### config.mk
export PLATFORM = sky130hd
export DESIGN_NAME = dma_timing_control
export DESIGN_NICKNAME = d
export VERILOG_FILES = /design/src/rtl/dma_timing_control.sv
export SDC_FILE = /design/constraint.sdc
export NUM_CORES = 1
export LEC_CHECK = 0
export BUFFER_PORTS_ARGS = -buffer_cell sky130_fd_sc_hd__buf_2
export CORE_AREA = 2 2 53 55
export DETAILED_ROUTE_END_ITERATION = 8
export DIE_AREA = 0 0 55 57
export GPL_TIMING_DRIVEN = 0
export PLACE_DENSITY = 0.66
export SYNTH_ARGS = -nofsm -noshare
export SYNTH_HDL_FRONTEND = slang
export SYNTH_SLANG_ARGS = --single-unit
### constraint.sdc
create_clock -name CLK -period 2.2 [get_ports CLK]
set_input_delay 0.33 -clock CLK [delete_from_list [all_inputs] [get_ports CLK]]
set_output_delay 0.33 -clock CLK [all_outputs]
set_load 0.005 [all_outputs]
### src/rtl/dma_timing_control.sv
// dma_timing_control: master timing FSM of the 8237A-5 style DMA controller.
// Runs the HRQ/HLDA handshake, strobes channel priority selection, and sequences the
// S1-S2-S3-(SW)-S4 transfer cycle with address strobes, bus commands, ADV and EOP.
// Build option: define DMA_EXTENDED_WRITE_EN to start the write command in S2 together
// with the read command (extended write); otherwise the write command starts in S3.
module dma_timing_control #(
    parameter int unsigned NCH      = 4,
    parameter int unsigned MAX_WAIT = 15
) (
    input  logic           CLK,
    input  logic           RESET,
    input  logic [NCH-1:0] DMA_REQ,
    input  logic           ACT_DREQ,
    input  logic           CMD_DISABLE,
    input  logic [1:0]     XFER_MODE,
    input  logic [1:0]     XFER_TYPE,
    input  logic           ADDR_HI_CHG,
    input  logic           TC,
    input  logic           HLDA,
    input  logic           READY,
    input  logic           EOP_N_IN,
    output logic           HRQ,
    output logic           PRI_GEN,
    output logic           LD_ACK,
    output logic           AEN,
    output logic           ADSTB,
    output logic           MEMR_N,
    output logic           MEMW_N,
    output logic           IOR_N,
    output logic           IOW_N,
    output logic           ADV,
    output logic           EOP_N_OUT
);

    localparam int unsigned WAIT_W = (MAX_WAIT < 2) ? 1 : $clog2(MAX_WAIT + 1);
    localparam logic [WAIT_W-1:0] WAIT_LIMIT = WAIT_W'(MAX_WAIT);

    typedef enum logic [2:0] {
        SI = 3'd0,
        S0 = 3'd1,
        S1 = 3'd2,
        S2 = 3'd3,
        S3 = 3'd4,
        SW = 3'd5,
        S4 = 3'd6
    } dmaState_t;

    dmaState_t         state;
    logic [WAIT_W-1:0] waitCnt;
    logic              endPending;   // TC or external EOP seen during this bus cycle

    logic typeWrite;
    logic typeRead;
    logic modeBlock;
    logic modeDemand;
    logic eopIn;
    logic inBus;
    logic waitExpired;
    logic abortReq;
    logic releaseReq;
    logic s2MemwN;
    logic s2IowN;

    // Transfer type/mode decode; reserved mode acts as single, illegal type as verify
    assign typeWrite  = (XFER_TYPE == 2'b01);
    assign typeRead   = (XFER_TYPE == 2'b10);
    assign modeBlock  = (XFER_MODE == 2'b10);
    assign modeDemand = (XFER_MODE == 2'b00);
    assign eopIn      = !EOP_N_IN;

    // Write command level applied when entering S2
`ifdef DMA_EXTENDED_WRITE_EN
    assign s2MemwN = !typeWrite;
    assign s2IowN  = !typeRead;
`else
    assign s2MemwN = 1'b1;
    assign s2IowN  = 1'b1;
`endif

    // Conditions that send the controller back to idle with everything deasserted
    assign inBus       = (state == S1) || (state == S2) || (state == S3) ||
                         (state == SW) || (state == S4);
    assign waitExpired = (MAX_WAIT != 0) && (state == SW) && !READY &&
                         (waitCnt >= WAIT_LIMIT);
    assign abortReq    = inBus && (!HLDA || waitExpired);
    assign releaseReq  = (state == S4) &&
                         (endPending || !(modeBlock || (modeDemand && ACT_DREQ)));

    // Timing state machine with all outputs registered alongside the state
    always_ff @(posedge CLK) begin
        if (RESET || abortReq || releaseReq) begin
            state      <= SI;
            HRQ        <= 1'b0;
            PRI_GEN    <= 1'b0;
            LD_ACK     <= 1'b0;
            AEN        <= 1'b0;
            ADSTB      <= 1'b0;
            MEMR_N     <= 1'b1;
            MEMW_N     <= 1'b1;
            IOR_N      <= 1'b1;
            IOW_N      <= 1'b1;
            ADV        <= 1'b0;
            EOP_N_OUT  <= 1'b1;
            waitCnt    <= '0;
            endPending <= 1'b0;
        end else begin
            PRI_GEN   <= 1'b0;
            ADSTB     <= 1'b0;
            ADV       <= 1'b0;
            EOP_N_OUT <= 1'b1;
            case (state)
                SI: begin
                    if (|DMA_REQ && !CMD_DISABLE) begin
                        state <= S0;
                        HRQ   <= 1'b1;
                    end
                end
                S0: begin
                    if (HLDA) begin
                        state   <= S1;
                        PRI_GEN <= 1'b1;
                        LD_ACK  <= 1'b1;
                        AEN     <= 1'b1;
                        ADSTB   <= 1'b1;
                    end else if (!(|DMA_REQ)) begin
                        state <= SI;
                        HRQ   <= 1'b0;
                    end
                end
                S1: begin
                    state  <= S2;
                    MEMR_N <= !typeRead;
                    IOR_N  <= !typeWrite;
                    MEMW_N <= s2MemwN;
                    IOW_N  <= s2IowN;
                    if (eopIn) endPending <= 1'b1;
                end
                S2: begin
                    state  <= S3;
                    MEMW_N <= !typeWrite;
                    IOW_N  <= !typeRead;
                    if (eopIn) endPending <= 1'b1;
                end
                S3, SW: begin
                    if (!READY) begin
                        state <= SW;
                        if (eopIn) endPending <= 1'b1;
                        if (state == S3) begin
                            waitCnt <= WAIT_W'(1);
                        end else if (MAX_WAIT != 0) begin
                            waitCnt <= waitCnt + WAIT_W'(1);
                        end
                    end else begin
                        state      <= S4;
                        MEMR_N     <= 1'b1;
                        MEMW_N     <= 1'b1;
                        IOR_N      <= 1'b1;
                        IOW_N      <= 1'b1;
                        ADV        <= 1'b1;
                        EOP_N_OUT  <= !(endPending || eopIn || TC);
                        endPending <= endPending || eopIn || TC;
                        waitCnt    <= '0;
                    end
                end
                S4: begin
                    endPending <= 1'b0;
                    if (ADDR_HI_CHG) begin
                        state <= S1;
                        ADSTB <= 1'b1;
                    end else begin
                        state  <= S2;
                        MEMR_N <= !typeRead;
                        IOR_N  <= !typeWrite;
                        MEMW_N <= s2MemwN;
                        IOW_N  <= s2IowN;
                    end
                end
                default: state <= SI;
            endcase
        end
    end

endmodule

==> results.txt <==
* DRC errors left: 0
* Clock tree from TritonCTS: built
* Die span in x: approximately 55 µm
- Clock skew after layout: approximately 0.003 ns
* Std-Cell Core Area: around 2600 µm²
* Final setup TNS: 0 ns
- Fraction of power consumed by sequential logic: 0.503
* Crit path required time: 2.40 ns
- Overall via count from detail_route: 947
- Number of resized instances in the post-cts repair step: 0
- The repair_antennas step left the layout with diodes totalling 0.
- Portion of synthesized cell area occupied by the leading cell type: 0.361
- Number of warnings reported in the yosys synthesis log: 0
- RSZ-0062 raised after global routing: false
- In the final layout, the share of cells above drive strength 1 is 0.322.
* Weighted congestion reported at the end of routability-driven placement: approximately 0.86
- Number of CTS-inserted buffers: 3
- For this run, the total global-route usage over all layers was measured as 0.168.
* Average instance area after synthesis: about 8.7 µm²
- Relative to the synthesized area, the layout overhead comes to 21.1%.
* Final ANT Viol Nets: 0
* Total of flip-flops plus latches after synthesis: 18
- Counting flops with a built-in enable in the synthesized netlist gives 0.
- Counting instances in the post-synthesis netlist gives the leading cell types as sky130_fd_sc_hd__dfxtp_1 (18), sky130_fd_sc_hd__nor2_1 (12), sky130_fd_sc_hd__a21oi_1 (11).
- Of the total power, the share spent switching nets is 0.279.
- Dividing the final minimum period by the clock period gives 0.872.
- Boundary Pins: 28
- For this design the static power due to leakage is 0.511 nW.
- Before antenna repair, the detailed router went through 4 iterations.
* Setup bufs post-CTS: 0
- Routed length per placed instance: between 10 and 15 µm
* Wire length of the first global-routing pass: 3900 µm
* Kind of critical path: flop to flop
- Worst Setup Start Kind: flop
- STA classifies the critical path endpoint as a flop.
- In this run the tightest slew margin relative to its limit is 0.725.
* Number of standard cells in the layout, taps in and fillers out: approximately 180
* Clock sink count: 18
* Clock tree buffer depth: 2
- Max-cap violations in this run came to 0.
- On the final layout, the worst hold slack is 0.334 ns.
* Cell area reported after detailed placement: 1170 µm²
* Total placed cells including tap cells: between 150 and 200
* Most area-consuming cells after synthesis: sky130_fd_sc_hd__dfxtp_1 (36%), sky130_fd_sc_hd__a21oi_1 (5.5%), sky130_fd_sc_hd__ha_1 (5.0%)
* Clock insertion delay at the later pin of the skew report: 0.31 ns
- Worst-case setup margin in the final layout: between 0.2 and 0.3 ns
* Data arrival time at the worst-slack endpoint: roughly 2.1 ns
- Based on the critical path, the design can be clocked at up to 0.521 GHz.
- Number of levels the H-tree was split into: 1
- The final-report max-slew violation count was 0.
- Number of instances in the synthesized netlist: ~120
* Switching component of the power: 192 µW
* Syn_nets: 136
- Of all nets on the critical path, the largest fanout is 10.
- The count of buffers added on input and output ports is 27.
- The cell sitting at the root of the clock tree is a sky130_fd_sc_hd__clkbuf_4.
- Final nets: 168
- Most instantiated library cell after synthesis: sky130_fd_sc_hd__dfxtp_1
- Hold Fails Final Rpt: 0
* Run status: completed
* Fraction of power consumed by the clock network: 0.316
* Number of vias per cell after detailed routing: ~5.4
- The initial utilization of the core area, before any placement, comes to 0.382.
- After clock tree synthesis, the flow added hold-fix buffers numbering 0.
- Post-place setup slack: 0.316 ns
* Initial antenna violation count: 0
- Portion of the post-synthesis area used by sequential elements: 0.361
- Sum of overflow across all layers after global routing: 0
- The die covers roughly 3100 µm².
* Worst hold path type: input port to flop
- Detailed placement ended at an HPWL of about 1800 µm.
- At the pin with the least slew margin, the transition time is 0.410 ns.
- The internal portion of the total power is 496 µW.
* Setup-violating endpoint count in the final report: 0
- Clock Pin Slew Worst Setup and Hold Paths: approximately 0.11 ns
- The mapped netlist covers about 1000 µm².
- Most common flop cell mapped by yosys: sky130_fd_sc_hd__dfxtp_1
- Dividing total power by cell area gives a power density of between 500 and 600 nW/µm².
- Minimum period implied by the final worst setup slack: 1.92 ns
* Pin count of the biggest net entering global routing: 11
- Area of all placed cells without fillers: 1210 µm²
- sky130_fd_sc_hd__dfxtp_1 takes more of the synthesized area than any other cell.
* Total wire length after detailed routing: 2240 µm
- After the first detailed-routing iteration, the DRC count stood at 17.
- Worst ir drop on vdd: 0.259 mV
- Asr flop ratio synth: 0
- Comb pwr share: 0.181
- Count of different cell masters after synthesis: 40
- Y dimension of the die: between 50 and 60 µm
* Number of global-route vias before repair: 934
* Std-Cell Rows: 19
[path summary, 6_finish.rpt]
| kind | startpoint | endpoint | slack (ns) | depth (start not counted) |
|---|---|---|---|---|
| setup / recovery | state[1]$_SDFFE_PP0P_ | EOP_N_OUT$_SDFF_PP1_ | 0.28 | 6 |
| hold / removal | HLDA | state[0]$_SDFFE_PP0P_ | 0.33 | 3 |
| setup reg to reg | state[1]$_SDFFE_PP0P_ | EOP_N_OUT$_SDFF_PP1_ | 0.28 | 6 |
| hold reg to reg | AEN$_SDFFE_PP0P_ | AEN$_SDFFE_PP0P_ | 0.47 | 2 |
[placed cells by master (no fill, tap or decap), types with 2 or more instances in the layout]
cell type / n
sky130_fd_sc_hd__a211oi_2: 3
sky130_fd_sc_hd__a21oi_1: 11
sky130_fd_sc_hd__and4b_1: 2
sky130_fd_sc_hd__buf_2: 30
sky130_fd_sc_hd__buf_4: 2
sky130_fd_sc_hd__clkbuf_4: 3
sky130_fd_sc_hd__dfxtp_1: 18
sky130_fd_sc_hd__ha_1: 4
sky130_fd_sc_hd__inv_1: 7
sky130_fd_sc_hd__nand2_1: 6
sky130_fd_sc_hd__nand2b_1: 3
sky130_fd_sc_hd__nand3_1: 3
sky130_fd_sc_hd__nand4_1: 2
sky130_fd_sc_hd__nor2_1: 12
sky130_fd_sc_hd__nor2b_1: 3
sky130_fd_sc_hd__nor3_1: 3
sky130_fd_sc_hd__nor4_1: 2
sky130_fd_sc_hd__o211ai_1: 2
sky130_fd_sc_hd__o21ai_0: 3
sky130_fd_sc_hd__o21ai_1: 2
sky130_fd_sc_hd__o221a_2: 2
sky130_fd_sc_hd__o311a_1: 2
sky130_fd_sc_hd__or3_1: 2
[power by group through the flow]
stage	clock [mW]	sequential, mW	combinational, mW
finish	0.218	0.346	0.125
global route	0.234	0.348	0.140
CTS	0.219	0.346	0.125
detailed placement	0	0.353	0.125
global placement	0	0.353	0.123
floorplan	0	0.353	0.0797
[layout make-up]
class / instances / area, µm²
plain buffers: 6 / 33.8
clock buffers: 4 / 36.3
fillers: 287 / 1410
inverters: 8 / 30.0
multi-input cells: 83 / 574
flip-flops and latches: 18 / 360
well taps: 31 / 38.8
repair buffers: 27 / 135
[through the flow]
step / util / power, mW
2_1_floorplan: - / 0.433
3_3_place_gp: 0.448 / 0.476
3_5_place_dp: 0.448 / 0.478
4_1_cts: 0.462 / 0.691
5_1_grt: 0.462 / 0.722
6_report: 0.462 / 0.688
[state kept, by name, indices dropped and copies added, names as in the netlist]
register,flops
endPending,1
IOR_N,1
ADV,1
state,3
AEN,1
ADSTB,1
IOW_N,1
waitCnt,4
EOP_N_OUT,1
HRQ,1
PRI_GEN,1
MEMR_N,1
MEMW_N,1
[critical path: stages, from the launching register on]
cell	delay, ns
sky130_fd_sc_hd__dfxtp_1	0.35
sky130_fd_sc_hd__buf_4	0.18
sky130_fd_sc_hd__inv_1	0.13
sky130_fd_sc_hd__ha_1	0.28
sky130_fd_sc_hd__clkbuf_1	0.36
sky130_fd_sc_hd__nand2_1	0.16
sky130_fd_sc_hd__or3_1	0.36
[metal layers]
layer,vias up,track usage,part of all wire
met4,0,0.0836,0.021
met1,452,0.213,0.44
li1,481,-,-
met5,-,0,0
met2,9,0.269,0.52
met3,5,0.0314,0.026
[kinds of logic after synthesis]
group / Yosys count / synth area share
AOI/OAI and AO/OA: 29 / 0.216
xor gates and xnor gates: 1 / 0.00877
adders and majority gates: 4 / 0.0501
buffers and inverters: 14 / 0.0639
DFF: 18 / 0.361
and+or+nand+nor: 49 / 0.301
Power figures use the tool's default switching activity.
